File: src/rtl/hilo_div_unit_pkg.sv
// Shared definitions for the HI/LO register and iterative divider unit.
package hilo_div_unit_pkg;

  localparam int WIDTH_DEF = 32;
  localparam int DIV_ITER  = WIDTH_DEF;
  localparam int CNT_W     = $clog2(DIV_ITER) + 1;

  typedef enum logic [1:0] {
    ST_IDLE = 2'b00,
    ST_RUN  = 2'b01,
    ST_FIN  = 2'b10
  } div_state_e;

endpackage

File: src/rtl/hilo_div_unit_div_core.sv
// Restoring divider datapath: operand magnitudes, shift/subtract register,
// iteration counter and final sign fixup (divide-by-zero handled here too).
module hilo_div_unit_div_core
  import hilo_div_unit_pkg::*;
#(
  parameter int WIDTH = DIV_ITER,
  parameter int CW    = CNT_W
) (
  input  logic             clk,
  input  logic             rst,
  input  logic             start,
  input  logic             flush,
  input  logic             step,
  input  logic             is_signed,
  input  logic [WIDTH-1:0] a,
  input  logic [WIDTH-1:0] b,
  output logic             done,
  output logic [WIDTH-1:0] quotient,
  output logic [WIDTH-1:0] remainder
);

  localparam logic [CW-1:0] LAST_CNT = CW'(WIDTH - 1);
  localparam logic [CW-1:0] CNT_ONE  = {{(CW-1){1'b0}}, 1'b1};

  logic [WIDTH-1:0] rem_q, rem_d;
  logic [WIDTH-1:0] quo_q, quo_d;
  logic [WIDTH-1:0] dvs_q, dvs_d;
  logic [WIDTH-1:0] raw_a_q, raw_a_d;
  logic [CW-1:0]    cnt_q, cnt_d;
  logic             qsign_q, qsign_d;
  logic             rsign_q, rsign_d;
  logic             dbz_q, dbz_d;

  logic [WIDTH-1:0] a_mag_s, b_mag_s;
  logic [WIDTH:0]   rem_ext_s, trial_s;

  // Next-state for the divider registers: load on start, one iteration per step.
  always_comb begin
    rem_d   = rem_q;
    quo_d   = quo_q;
    dvs_d   = dvs_q;
    raw_a_d = raw_a_q;
    cnt_d   = cnt_q;
    qsign_d = qsign_q;
    rsign_d = rsign_q;
    dbz_d   = dbz_q;

    // The most negative value negates to itself, which is its correct magnitude as unsigned.
    a_mag_s = (is_signed && a[WIDTH-1]) ? ({WIDTH{1'b0}} - a) : a;
    b_mag_s = (is_signed && b[WIDTH-1]) ? ({WIDTH{1'b0}} - b) : b;

    // Carry the bit shifted out of rem so the trial subtract never loses it.
    rem_ext_s = {rem_q, quo_q[WIDTH-1]};
    trial_s   = rem_ext_s - {1'b0, dvs_q};

    if (start) begin
      rem_d   = {WIDTH{1'b0}};
      quo_d   = a_mag_s;
      dvs_d   = b_mag_s;
      raw_a_d = a;
      cnt_d   = {CW{1'b0}};
      qsign_d = is_signed & (a[WIDTH-1] ^ b[WIDTH-1]);
      rsign_d = is_signed & a[WIDTH-1];
      dbz_d   = (b == {WIDTH{1'b0}});
    end else if (flush) begin
      cnt_d = {CW{1'b0}};
    end else if (step) begin
      if (!trial_s[WIDTH]) begin
        rem_d = trial_s[WIDTH-1:0];
        quo_d = {quo_q[WIDTH-2:0], 1'b1};
      end else begin
        rem_d = rem_ext_s[WIDTH-1:0];
        quo_d = {quo_q[WIDTH-2:0], 1'b0};
      end
      cnt_d = cnt_q + CNT_ONE;
    end else begin
      cnt_d = cnt_q;
    end
  end

  // Divider register bank.
  always_ff @(posedge clk) begin
    if (rst) begin
      rem_q   <= {WIDTH{1'b0}};
      quo_q   <= {WIDTH{1'b0}};
      dvs_q   <= {WIDTH{1'b0}};
      raw_a_q <= {WIDTH{1'b0}};
      cnt_q   <= {CW{1'b0}};
      qsign_q <= 1'b0;
      rsign_q <= 1'b0;
      dbz_q   <= 1'b0;
    end else begin
      rem_q   <= rem_d;
      quo_q   <= quo_d;
      dvs_q   <= dvs_d;
      raw_a_q <= raw_a_d;
      cnt_q   <= cnt_d;
      qsign_q <= qsign_d;
      rsign_q <= rsign_d;
      dbz_q   <= dbz_d;
    end
  end

  // Result view: sign fixup, or the architectural divide-by-zero values.
  always_comb begin
    done = step && (cnt_q == LAST_CNT);
    if (dbz_q) begin
      quotient  = {WIDTH{1'b1}};
      remainder = raw_a_q;
    end else begin
      quotient  = qsign_q ? ({WIDTH{1'b0}} - quo_q) : quo_q;
      remainder = rsign_q ? ({WIDTH{1'b0}} - rem_q) : rem_q;
    end
  end

endmodule

File: src/rtl/hilo_div_unit.sv
// Owns the HI/LO registers: multiply and MTHI/MTLO writes plus the
// sequencing of the iterative DIV/DIVU core, with a pipeline stall while busy.
module hilo_div_unit
  import hilo_div_unit_pkg::*;
#(
  parameter int WIDTH = WIDTH_DEF
) (
  input  logic             clk,
  input  logic             rst,
  input  logic             flush,
  input  logic             mul_we,
  input  logic [WIDTH-1:0] mul_hi,
  input  logic [WIDTH-1:0] mul_lo,
  input  logic             mthi_we,
  input  logic             mtlo_we,
  input  logic [WIDTH-1:0] mt_data,
  input  logic             div_start,
  input  logic             div_signed,
  input  logic [WIDTH-1:0] div_a,
  input  logic [WIDTH-1:0] div_b,
  output logic [WIDTH-1:0] hi_o,
  output logic [WIDTH-1:0] lo_o,
  output logic             div_busy,
  output logic             div_done,
  output logic             stall_o
);

  div_state_e       state_q, state_d;
  logic [WIDTH-1:0] hi_q, hi_d;
  logic [WIDTH-1:0] lo_q, lo_d;
  logic             done_q, done_d;

  logic             core_start_s, core_flush_s, core_step_s, core_done_s;
  logic [WIDTH-1:0] core_quo_s, core_rem_s;

  hilo_div_unit_div_core #(
    .WIDTH (WIDTH),
    .CW    ($clog2(WIDTH) + 1)
  ) u_core (
    .clk       (clk),
    .rst       (rst),
    .start     (core_start_s),
    .flush     (core_flush_s),
    .step      (core_step_s),
    .is_signed (div_signed),
    .a         (div_a),
    .b         (div_b),
    .done      (core_done_s),
    .quotient  (core_quo_s),
    .remainder (core_rem_s)
  );

  // FSM next state, HI/LO write priority and core control.
  always_comb begin
    state_d      = state_q;
    hi_d         = hi_q;
    lo_d         = lo_q;
    done_d       = 1'b0;
    core_start_s = 1'b0;
    core_flush_s = 1'b0;
    core_step_s  = 1'b0;

    case (state_q)
      ST_IDLE: begin
        if (div_start) begin
          core_start_s = 1'b1;
          state_d      = (div_b == {WIDTH{1'b0}}) ? ST_FIN : ST_RUN;
        end else if (mul_we) begin
          hi_d = mul_hi;
          lo_d = mul_lo;
        end else begin
          hi_d = mthi_we ? mt_data : hi_q;
          lo_d = mtlo_we ? mt_data : lo_q;
        end
      end
      ST_RUN: begin
        if (flush) begin
          core_flush_s = 1'b1;
          state_d      = ST_IDLE;
        end else begin
          core_step_s = 1'b1;
          state_d     = core_done_s ? ST_FIN : ST_RUN;
        end
      end
      ST_FIN: begin
        if (flush) begin
          core_flush_s = 1'b1;
          state_d      = ST_IDLE;
        end else begin
          hi_d    = core_rem_s;
          lo_d    = core_quo_s;
          done_d  = 1'b1;
          state_d = ST_IDLE;
        end
      end
      default: begin
        state_d = ST_IDLE;
      end
    endcase
  end

  // State and architectural registers.
  always_ff @(posedge clk) begin
    if (rst) begin
      state_q <= ST_IDLE;
      hi_q    <= {WIDTH{1'b0}};
      lo_q    <= {WIDTH{1'b0}};
      done_q  <= 1'b0;
    end else begin
      state_q <= state_d;
      hi_q    <= hi_d;
      lo_q    <= lo_d;
      done_q  <= done_d;
    end
  end

  assign hi_o     = hi_q;
  assign lo_o     = lo_q;
  assign div_busy = (state_q != ST_IDLE);
  assign div_done = done_q;
  assign stall_o  = div_start | div_busy;

endmodule
File: config.mk
export PLATFORM = sky130hd
export DESIGN_NAME = hilo_div_unit
export DESIGN_NICKNAME = d
export VERILOG_FILES = /design/src/rtl/hilo_div_unit_pkg.sv /design/src/rtl/hilo_div_unit_div_core.sv /design/src/rtl/hilo_div_unit.sv
export SDC_FILE = /design/constraint.sdc
export NUM_CORES = 1
export LEC_CHECK = 0
export ABC_AREA = 1
export CORE_ASPECT_RATIO = 1.1
export CORE_MARGIN = 4
export CORE_UTILIZATION = 35
export DETAILED_ROUTE_END_ITERATION = 7
export HOLD_SLACK_MARGIN = 0.08
export PLACE_DENSITY = 0.53
export SETUP_SLACK_MARGIN = 0.4
export SYNTH_ARGS = -nofsm -noshare
export SYNTH_HDL_FRONTEND = slang
export SYNTH_HIERARCHICAL = 1
export SYNTH_SLANG_ARGS = --single-unit
File: constraint.sdc
create_clock -name clk -period 6.8 [get_ports clk]
set_input_delay 0.68 -clock clk [delete_from_list [all_inputs] [get_ports clk]]
set_output_delay 0.68 -clock clk [all_outputs]
set_load 0.01 [all_outputs]
==> results of run 1 <==
==> kinds of logic after synthesis <==
logic type | synth area share (%)
AOI/OAI and AO/OA | 20.8
buffers and inverters | 12.5
adders and majority gates | 3.27
DFF | 25.7
xor gates and xnor gates | 1.71
and+or+nand+nor | 36.1
==> final cells by class <==
cell class,count,area (um2)
Clock buffer,35,713
Tap cell,581,727
Inverter,363,1360
Fill cell,4830,25400
Sequential cell,204,4080
Timing Repair Buffer,248,2440
Multi-Input combinational cell,1930,9850
Clock inverter,8,93.8
==> sequential cells by signal, summed over array words and instances, names as in the netlist, 2 cells and up <==
register,count
u_core/dvs_q,32
state_q,2
u_core/cnt_q,6
lo_o,32
u_core/quo_q,32
u_core/rem_q,32
hi_o,32
u_core/raw_a_q,32
==> cells in the final DEF, fill, tap and decap left out, types with 65 or more instances in the layout <==
cell type        instances
nand2_2                 71
o21ai_0                141
nor2_1                 170
nand3_1                154
a21oi_2                 65
nand2_1                706
a21oi_1                249
dfxtp_1                204
inv_1                  353
clkdlybuf4s50_1        232
==> how the worst max path moves through the flow <==
stage	depth (start not counted)	slack, ns	end
detailed placement	11	3.08	u_core/quo_q[24]
global placement	11	3.13	u_core/quo_q[23]
CTS	11	3.66	u_core/quo_q[24]
finish	11	3.67	u_core/quo_q[24]
global route	11	3.33	u_core/quo_q[16]
floorplan	15	4.58	hi_o[28]
==> per-stage QoR <==
step / instance area, um2 / util [%] / hold slack [ns] / instances
floorplan: 15900 / - / 0.426 / 2609
global placement: 18500 / 41.3 / 0.443 / 3326
detailed placement: 18500 / 41.3 / 0.444 / 3326
CTS: 19300 / 43.1 / 0.456 / 3369
global route: 19300 / 43.1 / 0.467 / 3369
finish: 19300 / 43.1 / 0.451 / 3369
==> per-layer routing <==
layer  global-route usage, %  share of wire [%]
met5                       0                  0
met4                    10.7                4.7
met3                    3.07                6.2
met2                    44.6                 47
met1                    32.9                 42
==> report_power, final <==
part | leakage, nW | internal, mW | switching (mW) | total [mW]
clock | 0.402 | 0.802 | 0.538 | 1.34
sequential | 1.67 | 1.28 | 0.0538 | 1.33
combinational | 6.23 | 0.378 | 0.638 | 1.02
==> worst reg2reg max path, stage by stage (launching register included) <==
cell and delay [ns]:
dfxtp_1 0.34, inv_1 0.09, ha_1 0.16, inv_1 0.04
nor2_1 0.30, inv_1 0.12, nor2_2 0.13, buf_4 0.36
inv_2 0.35, nor2_4 0.30, inv_1 0.36, o22ai_1 0.24
nand2_1 0.09, o211ai_1 0.13
==> metrics, run 1 <==
status=complete, no violations; DRT Pass-1 Iters=5; final setup violation count=0; antenna fix cells=0; CP Data Required Time=7.27 ns; Setup Buffers After CTS=0; Power Total=3.69 mW; clk_skew=0.0293 ns; Cell Area, Synth=0.0159 mm2; CTS tree=done; cts hold-fix bufs=0; yosys synthesis warning count=6; crit path cell chain=clkdlybuf4s50_1 -> nor2_1 -> inv_1 -> nor2_2 -> buf_4 -> inv_2 -> nor2_4 -> inv_1 -> o22ai_1 -> nand2_1 -> o211ai_1; post-route minimum period=3.13 ns; Die ar.=0.0489 mm2; most used cell, CP=inv_1; io pins=235; Worst Path Buf+Inv=5; CP Launch Point=flush; CTS buffer count=25; f_max=319 MHz; area leader, netlist=dfxtp_1; Rows=81; Die H=232 um; vias=17279; Syn Area/Cell=6.10 um2; Pleak=8.31 nW; Final Max Tran Viols=0; vias in the first global route=16323; final setup TNS=0 ns; Routed WL=66.7 mm; area fraction of the dominant cell type after synthesis=25.7%; Top Family by Delay on Critical Path=buffers and inverters; layout cells sized above 1=8.50%; # port buffers=234; GR Util All Layers=25.9%; crit start category=input port; core footprint=0.0447 mm2; CP max FO=34; #FFs+latches synth=204; Nets=2981; Layout area overhead=21.2%; Hold Vio Cnt, Final=0; r2r setup slk=3.72 ns; PnR worst setup slack=3.67 ns; Seq/Total Area, Yosys=25.7%; Gate Count Post-Synth=2609; clk slew on worst S/H paths=0.06 ns; fin crit share=46.1%; CP arrival=3.60 ns; r2r startpoint=state_q[1]; antenna violations before repair=0; DR iter-0 viols=1297; Synth cell types=56; EDFF count, synth=0; Worst setup EP type=flop; WHS Endpoint=u_core/dvs_q[25]; worst hold stages=2; unrepaired setup endpoints after global routing=false; slowest stage cell, crit path=clkdlybuf4s50_1; H-tree levels=1; CTS sink cnt=204; grt ovf=0; pwr/cell area=191 mW/mm2; Worst-Skew Late Latency=0.55 ns; GP Congestion=1.01; Slew Limit Headroom=30.3%; Post-synth top flop=dfxtp_1; CP Class=input port to flop; net count after synthesis=2818; Initial Util=35.6%; max incr delay on CP=0.49 ns; clk root buf=clkbuf_16; vias per cell=5.13; RR Endpoint=u_core/quo_q[24]; most frequent cells after synthesis=nand2_1, inv_1, a21oi_1, dfxtp_1, nor2_1; reg2reg path depth=13; maximum clock insertion buffer count=3; Setup Slack @ Placement=3.08 ns; most frequent cell after synthesis=nand2_1; DR WL/cell=19.8 um; max cap viols=0; Max VDD drop=0.159 mV; pin count of the biggest net entering global routing=99; Die X=211 um; hold crit path type=flop to flop; Synth area leaders=dfxtp_1, nand2_1, inv_1, a21oi_1, nand3_1; global-route wire length before repair=99.0 mm; residual DRC count=0; post-synthesis async set-or-reset flop share=0%; Hold Crit Start=u_core/dvs_q[25]; Worst-Margin Slew=1.04 ns; post-DP HPWL=53.1 mm; post-CTS sizing=0; Routed Antenna Nets=0
No activity file was read; power rests on OpenSTA's default activity.
==> run 2: changes to the inputs <==
clock period = 3 ns   (was 6.8 ns; I/O delays follow)
==> metrics, run 2 (same netlist as run 1, synthesis figures left out) <==
status=complete, no violations; commonest non-fill, non-tap cells in the layout=nand2_1, inv_1, a21oi_1; unrepaired setup endpoints after global routing=true; CTS buffer count=26 (+4.0%); Routed Antenna Nets=0 (unchanged); io pins=235 (unchanged); vias per cell=5.17 (+0.72%); final setup TNS=0 ns (unchanged); Top Family by Delay on Critical Path=compound AO/OA/AOI/OAI gates; crit start category=flop; pwr/cell area=433 mW/mm2 (+130%); global-route wire length before repair=101 mm (+2.2%); Pint=5.78 mW (+140%); core footprint=0.0447 mm2 (unchanged); fin crit share=84.4%; clk_skew=0.0336 ns (+0.00425 ns); clk slew on worst S/H paths=0.06 ns (about the same); Reg power frac=34.7% (-1.4 points); # port buffers=234 (unchanged); DR iter-0 viols=1430 (+10%); antenna violations before repair=0 (unchanged); slowest stage cell, crit path=dfxtp_2; most common cell after layout, fill and taps aside=nand2_1; final setup violation count=0 (unchanged); Die ar.=0.0489 mm2 (unchanged); DR WL/cell=20.1 um (+1.8%); switching power=2.90 mW (+140%); Die H=232 um (unchanged); Worst setup EP type=flop; CTS tree=done; Worst-Skew Late Latency=0.55 ns (about the same); H-tree levels=1 (unchanged); Pleak=8.69 nW (+4.6%); Hold Vio Cnt, Final=0 (unchanged); CP Class=flop to flop; CP Data Required Time=3.38 ns (-3.89 ns); Nets=3028 (+1.6%); CTS sink cnt=204 (unchanged); antenna fix cells=0 (unchanged); CP max FO=4 (-88%); hold crit path type=input port to flop; residual DRC count=0 (unchanged); Routed WL=68.9 mm (+3.3%); sw frac=33.4% (+0.053 points); post-DP HPWL=54.2 mm (+2.2%); GR Util All Layers=26.6% (+0.62 points); Rows=81 (unchanged); Power Total=8.68 mW (+140%); Worst Path Buf+Inv=5 (unchanged); final instance area=0.0200 mm2 (+4.0%); vias in the first global route=16632 (+1.9%); pin count of the biggest net entering global routing=129 (+30%); Worst-Margin Slew=0.916 ns (-0.129 ns); max cap viols=0 (unchanged); Initial Util=35.6% (unchanged); Logic pwr share=28.2% (+0.6 points); vias=17656 (+2.2%); Max VDD drop=0.381 mV (+140%); GP Congestion=0.987 (-1.8%); Slew Limit Headroom=38.9% (+8.6 points); Post-DP Area=0.0188 mm2 (+1.7%); grt ovf=0 (unchanged); CP arrival=2.91 ns (-0.69 ns); f_max=395 MHz; layout cells sized above 1=11.7% (+3.2 points); post-route minimum period=2.53 ns; max incr delay on CP=0.34 ns (-0.15 ns); maximum clock insertion buffer count=3 (unchanged); Layout area overhead=26.0%; clk root buf=clkbuf_16; Die X=211 um (unchanged); Clk network pwr share=37.1% (+0.8 points); Final Max Tran Viols=0 (unchanged); crit path cell chain=inv_1 -> ha_1 -> inv_1 -> nor3_4 -> inv_2 -> nor2_4 -> nand2_2 -> nor2_4 -> inv_2 -> o21ai_4 -> o211ai_1 -> a21oi_1 -> o21ai_2 -> buf_4 -> a21oi_1 -> or2_1 -> a21oi_2; DRT Pass-1 Iters=5 (unchanged)
-- run 2: cell count changes in the layout (fill, tap and decap cells not counted), sizes merged --
cell | before | now
nand2 | 779 | 781
clkbuf | 35 | 38
buf | 16 | 59
inv | 363 | 361
clkinvlp | 0 | 3
-- run 2: final timing paths --
kind / start / endpoint / slack, ns / cells after the start
worst min-delay path: rst / u_core/quo_q[20] / 0.19 / 2
worst max register to register: u_core/quo_q[0] / lo_o[30] / 0.47 / 17
worst min register to register: u_core/raw_a_q[27] / u_core/raw_a_q[27] / 0.46 / 2
worst max-delay path: u_core/quo_q[0] / lo_o[30] / 0.47 / 17
-- run 2: through the flow --
stage | cells | setup slack (ns) | utilization (%) | hold slack, ns
2_1_floorplan | 2609 | 0.782 | - | 0.413
5_1_grt | 3418 | 0.277 | 44.9 | 0.195
4_1_cts | 3404 | 0.348 | 44.1 | 0.169
3_3_place_gp | 3358 | 0.220 | 42.0 | 0.446
6_report | 3418 | 0.469 | 44.9 | 0.193
3_5_place_dp | 3358 | 0.147 | 42.0 | 0.448
-- run 2: final cells by class --
type / instances / area (um2)
inverters: 363 / 1370
clock inverters: 9 / 100
multi-input cells: 1932 / 10100
fillers: 4731 / 24600
flip-flops and latches: 204 / 4100
repair buffers: 292 / 2890
well taps: 581 / 727
clock buffers: 37 / 773
-- run 2: what timing repair did --
item                       4_1_cts  5_1_grt
hold buffers                     0        0
gates resized for setup         12       60
gates cloned                     0        3
setup endpoints to repair       29      140
pin swaps                        1       19
setup buffers                    0       11
-- run 2: metal layers --
metal	track usage, %	vias to the layer above	part of all wire (%)
li1	-	8847	-
met1	34.0	8125	42
met2	46.3	594	48
met3	2.73	90	6.0
met4	9.46	0	3.8
met5	0	-	0
-- run 2: power groups by stage --
stage | Sequential [mW] | Clock, mW | Combinational, mW
after floorplan | 3.06 | 0 | 1.36
after global placement | 3.06 | 0 | 2.35
after detailed placement | 3.06 | 0 | 2.36
after CTS | 3.01 | 3.30 | 2.38
after global routing | 3.03 | 3.41 | 2.68
final | 3.01 | 3.22 | 2.45
==> run 3: changes to the inputs <==
PLACE_DENSITY = 0.55   (was 0.53)
clock period = 2.2 ns   (was 3 ns; I/O delays follow)
==> metrics, run 3 (same netlist as run 1, synthesis figures left out) <==
CTS buffer count=25 (-3.8%); Routed WL=72.3 mm (+4.9%); hold crit path type=input port to flop; Worst-Margin Slew=0.877 ns (-0.0397 ns); most common cell after layout, fill and taps aside=nand2_1; Setup Slack @ Placement=-0.286 ns (-0.433 ns); Post-DP Area=0.0212 mm2 (+13%); final instance area=0.0245 mm2 (+22%); area occupied by registers=0.00411 mm2 (+0.21%); final setup TNS=-5.43 ns (-5.43 ns); fin util=54.8% (+9.9 points); Logic pwr share=34.9% (+6.7 points); pwr/cell area=524 mW/mm2 (+21%); PnR worst setup slack=-0.188 ns (-0.657 ns); vias in the first global route=18599 (+12%); Routed Antenna Nets=0 (unchanged); GP Congestion=1.03 (+4.7%); Reg power frac=32.0% (-2.7 points); Nets=3373 (+11%); Power Total=12.8 mW (+48%); CTS tree=done; clk root buf=clkbuf_16; Inst Count DP=3638 (+8.3%); max cap viols=0 (unchanged); Pint=8.58 mW (+48%); Clk network pwr share=33.1% (-4.0 points); vias=19198 (+8.7%); # port buffers=234 (unchanged); CTS sink cnt=204 (unchanged); maximum clock insertion buffer count=3 (unchanged); Worst-Skew Late Latency=0.54 ns (about the same); Die X=211 um (unchanged); clk slew on worst S/H paths=0.06 ns (about the same); crit start category=flop; Worst setup EP type=flop; unrepaired setup endpoints after global routing=true; Die H=232 um (unchanged); Top Family by Delay on Critical Path=simple AND/OR/NAND/NOR gates; final hold slack=0.334 ns (+0.141 ns); antenna violations before repair=1 (+1); Rows=81 (unchanged); GR Util All Layers=27.9% (+1.4 points); crit path cell chain=inv_2 -> ha_4 -> fa_2 -> inv_2 -> nand2_2 -> nand2_2 -> nand3_2 -> nand2_2 -> nand2_2 -> nand2_4 -> nand2_4 -> nand2_4 -> nand2_4 -> nand2_8 -> clkbuf_16 -> nand2_1 -> nand3_1 -> a21oi_1; DRT Pass-1 Iters=5 (unchanged); layout cells sized above 1=28.5% (+17 points); max incr delay on CP=0.41 ns (+0.07 ns); CP Data Required Time=2.61 ns (-0.77 ns); status=finished, violations left; f_max=419 MHz (+6.0%); H-tree levels=1 (unchanged); Initial Util=35.6% (unchanged); Routed met3 length=3.87 mm (-7.2%); post-route minimum period=2.39 ns (-0.143 ns); global-route wire length before repair=107 mm (+6.2%); CP Class=flop to flop; io pins=235 (unchanged); FILL cells=4452 (-5.9%); core footprint=0.0447 mm2 (unchanged); violated checks=setup timing; vias per cell=5.10 (-1.2%); top layer in use=met4; clk_skew=0.00917 ns (-0.0244 ns); Worst Path Buf+Inv=3 (-2); Final Max Tran Viols=0 (unchanged); Met2 Routed Length=34.3 mm (+3.5%); commonest non-fill, non-tap cells in the layout=nand2_1, inv_1, buf_4; Max VDD drop=0.493 mV (+29%); CP arrival=2.80 ns (-0.11 ns); DR WL/cell=19.2 um (-4.7%); sw frac=33.2% (-0.25 points); post-DP HPWL=56.5 mm (+4.2%); grt ovf=0 (unchanged); Hold Vio Cnt, Final=0 (unchanged); area occupied by multi-input gates=0.0113 mm2 (+12%); Layout area overhead=53.9%; switching power=4.26 mW (+47%); pin count of the biggest net entering global routing=66 (-49%); CP max FO=10 (+6); Pleak=10.9 nW (+26%); DR iter-0 viols=1228 (-14%); Slew Limit Headroom=41.5% (+2.6 points); slowest stage cell, crit path=fa_2; Die ar.=0.0489 mm2 (unchanged); final setup violation count=50 (+50); fin crit share=109% (+24 points); Final Non-Filler Cells=3763 (+10%); Met1 Wirelength=30.0 mm (+3.9%); residual DRC count=0 (unchanged)
==> run 3: changes by cell type in the layout (fill, tap and decap cells not counted), sizes merged, moves of 3 or more <==
cell,before,now
buf,59,401
clkdlybuf4s50,232,228
clkinv,6,11
clkinvlp,3,0
dlygate4sd2,0,3
==> run 3: worst paths after layout <==
kind | from | to | slack, ns | cells past startpoint
max | u_core/quo_q[31] | u_core/rem_q[17] | -0.19 | 18
min | div_a[1] | u_core/raw_a_q[1] | 0.33 | 4
max reg2reg | u_core/quo_q[31] | u_core/rem_q[17] | -0.19 | 18
min reg2reg | u_core/dvs_q[25] | u_core/dvs_q[25] | 0.46 | 2
==> run 3: power groups by stage <==
stage	clock network, mW	logic (mW)	registers (mW)
5_1_grt	4.46	4.84	4.13
3_3_place_gp	0	3.75	4.16
4_1_cts	4.34	4.15	4.10
2_1_floorplan	0	1.89	4.18
3_5_place_dp	0	3.78	4.17
6_report	4.25	4.48	4.11
==> run 3: what timing repair did <==
item                                    CTS  global route
buffers inserted                         36            32
endpoints found under the setup margin  187           142
hold buffers                              1             0
hold endpoints to repair                  2             0
pin swaps                               115           122
resized for setup                       207           215
cloned                                    7             4
==> run 3: cell type report <==
type | count | share of cell area, %
Antenna cell | 1 | 0.0102
Clock buffer | 34 | 2.86
Clock inverter | 10 | 0.527
Inverter | 363 | 5.76
Multi-Input combinational cell | 1931 | 46.0
Sequential cell | 204 | 16.8
Tap cell | 581 | 2.97
Timing Repair Buffer | 639 | 25.1
==> run 3: worst register-to-register path: cells and delay by family (launching register included) <==
kind,cells,cell delay [ns]
flops,1,0.35
buf+inv,3,0.29
compound gates,1,0.06
simple gates,12,0.97
fa+ha+maj,2,0.59
==> run 3: metal layers <==
layer,track usage (%),up-vias
li1,-,9567
met1,34.6,8895
met2,48.4,599
met3,2.91,137
met4,13.3,0
met5,0,-
